**src/rtl/z_csa_stream_accum_pkg.sv**
```systemverilog
// rtl/z_csa_stream_accum_pkg.sv - shared defaults and FSM state encodings for the CSA stream accumulator
//
// Purpose: default adder geometry and counter width, plus the 2-bit FSM state
//          constants shared by the accumulator top level.
// Ports:   none (package).

package z_csa_stream_accum_pkg;

    localparam int K_DEF     = 8;
    localparam int M_DEF     = 4;
    localparam int CNT_W_DEF = 8;

    localparam logic [1:0] ST_IDLE  = 2'd0;
    localparam logic [1:0] ST_ACCUM = 2'd1;
    localparam logic [1:0] ST_DONE  = 2'd2;

endpackage

```
**src/rtl/z_n_csa.sv**
```systemverilog
// rtl/z_n_csa.sv - N-bit carry-select adder built from M blocks of K bits
//
// Purpose: combinational unsigned adder, sum = a + b + c_in, split into M
//          carry-select blocks of K bits each.
// Ports:
//   a, b   in   N  addends
//   c_in   in   1  carry into block 0
//   sum    out  N  a + b + c_in mod 2^N
//   c_out  out  1  carry out of the top block

module z_n_csa #(
    parameter int K = 8,
    parameter int M = 4
) (
    input  logic [K*M-1:0] a,
    input  logic [K*M-1:0] b,
    input  logic           c_in,
    output logic [K*M-1:0] sum,
    output logic           c_out
);

    logic [M:0] carry;

    assign carry[0] = c_in;

    // Each block precomputes both carry-in cases; the incoming carry only
    // drives a mux, so the block-to-block chain is one select per block.
    for (genvar g = 0; g < M; g++) begin : g_blk
        logic [K:0] s0;
        logic [K:0] s1;

        assign s0 = {1'b0, a[g*K +: K]} + {1'b0, b[g*K +: K]};
        assign s1 = {1'b0, a[g*K +: K]} + {1'b0, b[g*K +: K]} + {{K{1'b0}}, 1'b1};

        assign sum[g*K +: K] = carry[g] ? s1[K-1:0] : s0[K-1:0];
        assign carry[g+1]    = carry[g] ? s1[K]     : s0[K];
    end

    assign c_out = carry[M];

endmodule

```
**src/rtl/z_csa_stream_accum.sv**
```systemverilog
// rtl/z_csa_stream_accum.sv - burst stream accumulator using the z_n_csa adder
//
// Purpose: sums a burst of len N-bit operands (one per handshake) and
//          presents a registered sum plus sticky carry-out flag.
// Ports:
//   clk, rst             clock, synchronous active-high reset
//   start, len           burst request and operand count (sampled in IDLE)
//   in_valid/in_ready    operand handshake, in_data operand
//   out_valid/out_ready  result handshake
//   out_sum, out_ovf     accumulated sum mod 2^N, sticky carry-out
//   busy                 FSM not in IDLE

module z_csa_stream_accum
    import z_csa_stream_accum_pkg::*;
#(
    parameter int K     = K_DEF,
    parameter int M     = M_DEF,
    parameter int N     = K * M,
    parameter int CNT_W = CNT_W_DEF
) (
    input  logic             clk,
    input  logic             rst,
    input  logic             start,
    input  logic [CNT_W-1:0] len,
    input  logic             in_valid,
    output logic             in_ready,
    input  logic [N-1:0]     in_data,
    output logic             out_valid,
    input  logic             out_ready,
    output logic [N-1:0]     out_sum,
    output logic             out_ovf,
    output logic             busy
);

    logic [1:0]       state;
    logic [N-1:0]     acc;
    logic             ovf;
    logic [CNT_W-1:0] remaining;

    logic [N-1:0]     csa_sum;
    logic             csa_cout;
    logic             beat;

    z_n_csa #(
        .K (K),
        .M (M)
    ) u_csa (
        .a     (acc),
        .b     (in_data),
        .c_in  (1'b0),
        .sum   (csa_sum),
        .c_out (csa_cout)
    );

    assign in_ready  = (state == ST_ACCUM);
    assign beat      = in_ready && in_valid;
    assign out_valid = (state == ST_DONE);
    assign busy      = (state != ST_IDLE);

    // acc and ovf are registers, so the result is stable for all of DONE.
    assign out_sum   = acc;
    assign out_ovf   = ovf;

    always_ff @(posedge clk) begin
        if (rst) begin
            state     <= ST_IDLE;
            acc       <= '0;
            ovf       <= 1'b0;
            remaining <= '0;
        end else begin
            case (state)
                ST_IDLE: begin
                    if (start) begin
                        acc       <= '0;
                        ovf       <= 1'b0;
                        remaining <= len;
                        state     <= (len == '0) ? ST_DONE : ST_ACCUM;
                    end
                end
                ST_ACCUM: begin
                    if (beat) begin
                        acc       <= csa_sum;
                        ovf       <= ovf | csa_cout;
                        remaining <= remaining - 1'b1;
                        // Leaving at 1 keeps the counter from ever wrapping.
                        if (remaining == {{(CNT_W-1){1'b0}}, 1'b1}) begin
                            state <= ST_DONE;
                        end
                    end
                end
                ST_DONE: begin
                    if (out_ready) begin
                        state <= ST_IDLE;
                    end
                end
                default: begin
                    state <= ST_IDLE;
                end
            endcase
        end
    end

endmodule
```
**config.mk**
```make
export PLATFORM = sky130hd
export DESIGN_NAME = z_csa_stream_accum
export DESIGN_NICKNAME = d
export VERILOG_FILES = /design/src/rtl/z_csa_stream_accum_pkg.sv /design/src/rtl/z_n_csa.sv /design/src/rtl/z_csa_stream_accum.sv
export SDC_FILE = /design/constraint.sdc
export NUM_CORES = 1
export LEC_CHECK = 0
export ABC_AREA = 1
export CORE_MARGIN = 2
export CORE_UTILIZATION = 52
export CTS_CLUSTER_SIZE = 10
export DETAILED_ROUTE_END_ITERATION = 8
export GPL_ROUTABILITY_DRIVEN = 0
export PLACE_DENSITY = 0.81
export SLEW_MARGIN = 30
export SYNTH_ARGS = -nofsm -noshare
export SYNTH_HDL_FRONTEND = slang
export SYNTH_SLANG_ARGS = --single-unit
```
**constraint.sdc**
```tcl
create_clock -name clk -period 3.5 [get_ports clk]
set_clock_uncertainty 0.15 [all_clocks]
set_input_delay 0.525 -clock clk [delete_from_list [all_inputs] [get_ports clk]]
set_output_delay 0.525 -clock clk [all_outputs]
set_load 0.005 [all_outputs]
```
==> metrics <==
internal power ~0.0014 W; final net count around 770; Buf+Inv Stages, Crit Path 5; DRT Wirelength approximately 9800 um; DRT iter0 DRCs ~230; Die Y around 90 um; Crit path max-delay family simple AND/OR/NAND/NOR gates; Tot GR Track Use 0.242; Placement Rows 31; WS Path Type input port to register; largest net degree at the start of global routing 35; final setup vio count 0; Mapped Cells 598; DRC 0; post-DR wirelength/cell 12.6 um; Antenna diodes 0; core area around 7200 um2; GR Layer Usage met1 0.290; Rel. slew slack 0.534; worst reg2reg setup slack about 0.5 ns; Die X about 90 um; GR peak layer met2; VDD IR max approximately 0.35 mV; setup_tns 0 ns; DP Wirelength about 7600 um; Hold-fix buffers, CTS 0; min-delay src out_ovf; min Tclk post-route approximately 3.3 ns; CTS Buf Count 5; Yosys reg bits 43; RSZ-0062 raised after global routing false; fmax 302 MHz; Syn Area/Cell approximately 6.5 um2; met2 Use GR 0.438; TritonCTS clock tree built; Worst Path Required between 3 and 4 ns; Net Sw Frac 0.448; Hold Path Cell Cnt 2; clk slew on worst S/H paths 0.09 ns; Root Driver clkbuf_8; RR Startpoint out_sum[8]; Final Power 0.00252 W; DRT Pass-1 Iters 5; reg-to-reg endpoint out_sum[25]; HP Class register to register; final hold violations 0; Startpoint Class input port; static leakage 2.32 nW; initial antenna violation count 0; Avg Vias per Cell 5.28; DR vias slightly above 4,000; Syn Nets just under 700; I/O pins 81; Final Slew Violations 0; Arrival @ worst endpoint ~3.4 ns; sw power approximately 0.0011 W; power share of the clock group 0.165; met3 usage 0.0453; fin util 0.680; post-placement cell area approximately 4800 um2; first-pass GRT wire length roughly 17,000 um; Yosys warnings 0; share of layout cells above drive strength 1 0.0676; PD cells between 500 and 600 nW/um2; fin crit share 0.946; combinational share of power 0.562; area delta synth->final 26.8%; setup bufs post-CTS 0; grt total ovfl 0; Hold EP out_ovf; Clock Path Buffers 2; Initial Util 0.536; most frequent CP cell inv_1; ANT nets after route 0; H-tree Lvls 2; Slew @ Worst Pin ~0.70 ns; Max Cap Viol 0; number of global-route vias before repair between 3,000 and 4,000; Sink Count 43; Critical Path Fanout Max 12; IO buf count 80; Distinct cells, synth 39; CTS resizes 0; Flop pwr share 0.273; worst-path cell chain clkdlybuf4s50_1 > ha_1 > inv_1 > fa_1 > inv_1 > ha_1 > inv_1 > nor2_1 > nand3_4 > nor2_4 > nand3_2 > nand2_2 > nand3_2 > nand2_2 > inv_1 > nand2_1 > nand3_1 > a21oi_1; Seq/Total Area, Yosys 0.223; worst hold slack between 0.3 and 0.4 ns; Slowest-stage cell, CP clkdlybuf4s50_1; Finished Cell Area about 4900 um2; CP peak stage delay 0.46 ns; crit path capture type register; Die ar. ~8100 um2; reg2reg path depth 17; clk_lat worst skew a little over 0.3 ns; Mapped Area between 3000 and 4000 um2; status complete, no violations
## worst max-delay path by stage
| stage | startpoint | end | slack (ns) | cells past startpoint |
|---|---|---|---|---|
| finish | in_data[8] | out_sum[25] | 0.19 | 18 |
| floorplan | in_data[8] | out_sum[30] | 0.65 | 19 |
| CTS | in_data[8] | out_sum[25] | 0.24 | 18 |
| detailed placement | in_data[8] | out_sum[25] | -0.07 | 18 |
| global route | in_data[8] | out_sum[25] | 0.01 | 18 |
| global placement | in_data[8] | out_sum[24] | 0.05 | 18 |
## Yosys cell counts
master	count	area [um2]
a211oi_1	2	15.0
a21o_1	6	45.0
a21oi_1	55	275
a21oi_2	4	35.0
a31oi_1	4	25.0
buf_2	2	10.0
buf_4	1	7.51
buf_6	1	11.3
clkbuf_1	10	37.5
dfxtp_1	43	861
fa_1	4	80.1
ha_1	37	463
inv_1	94	353
inv_2	4	15.0
nand2_1	145	544
nand2_2	8	50.1
nand2_4	2	22.5
nand3_1	46	230
nand3_2	3	30.0
nand3_4	1	17.5
nand3b_1	5	37.5
nand4_1	15	93.8
nand4_4	1	21.3
nor2_1	30	113
nor2_2	3	18.8
nor2_4	2	22.5
nor3_1	8	40.0
nor3_2	1	10.0
nor4_1	2	12.5
o2111ai_1	1	8.76
o211a_1	1	10.0
o211ai_1	8	60.1
o21a_1	1	7.51
o21ai_0	34	170
o21ai_1	1	5.00
o22ai_1	1	6.26
or2_2	1	6.26
xnor2_1	4	35.0
xor2_1	7	61.3
## logic make-up (layout without fill, tap and decap cells)
group / Yosys count / in the layout / synth area share
adder cells (fa/ha/maj): 41 / 41 / 0.140
XOR/XNOR: 11 / 11 / 0.0249
AO/OA/AOI/OAI: 118 / 118 / 0.171
buffers and inverters: 112 / 194 / 0.112
AND/OR/NAND/NOR: 273 / 273 / 0.328
flip-flops: 43 / 43 / 0.223
## stage by stage
| step | worst slack (ns) | instances |
|---|---|---|
| 5_1_grt | 0.0144 | 779 |
| 2_1_floorplan | 0.648 | 598 |
| 3_3_place_gp | 0.0494 | 771 |
| 3_5_place_dp | -0.0750 | 771 |
| 6_report | 0.191 | 779 |
| 4_1_cts | 0.242 | 779 |
## final cells by class
type	count	area (um2)
Tap cell	99	124
Clock buffer	6	82.6
Clock inverter	2	35.0
Timing Repair Buffer	88	861
Fill cell	678	2310
Sequential cell	43	861
Multi-Input combinational cell	443	2570
Inverter	98	368
## cell usage in the layout, fill, tap and decap left out, types with 2 or more instances in the layout
master	synthesis	routed
nand2_1	145	145
inv_1	94	94
clkdlybuf4s50_1	0	80
a21oi_1	55	55
nand3_1	46	46
dfxtp_1	43	43
ha_1	37	37
o21ai_0	34	34
nor2_1	30	30
nand4_1	15	15
nand2_2	8	8
o211ai_1	8	8
nor3_1	8	8
buf_4	1	8
xor2_1	7	7
a21o_1	6	6
clkbuf_8	0	6
nand3b_1	5	5
inv_2	4	4
a31oi_1	4	4
xnor2_1	4	4
a21oi_2	4	4
fa_1	4	4
nand3_2	3	3
nor2_2	3	3
nor2_4	2	2
nand2_4	2	2
nor4_1	2	2
a211oi_1	2	2
## metal layers
layer	share of wire	up-vias
met5	0	-
met2	0.49	121
li1	-	2138
met3	0.059	16
met1	0.44	1836
met4	0.018	0
## flip-flops by register name, summed over array words and instances (netlist names)
name and flops:
out_sum 32, remaining 8, state 2, out_ovf 1
## worst reg2reg max path, cell delays in order, from the launching register on
cell	delay [ns]
dfxtp_1	0.37
ha_1	0.17
inv_1	0.05
fa_1	0.46
inv_1	0.07
ha_1	0.14
inv_1	0.05
nor2_1	0.23
nand3_4	0.12
nor2_4	0.15
nand3_2	0.08
nand2_2	0.10
nand3_2	0.22
nand2_2	0.21
inv_1	0.07
nand2_1	0.06
nand3_1	0.06
a21oi_1	0.18
## power groups by stage
stage	Clock, W	Combinational, W	Sequential [W]
after floorplan	0	0.000965	0.000680
after global placement	0	0.00136	0.000693
after detailed placement	0	0.00139	0.000697
after CTS	0.000421	0.00141	0.000687
after global routing	0.000439	0.00160	0.000703
final	0.000415	0.00141	0.000688
No activity file was read; power rests on OpenSTA's default activity.
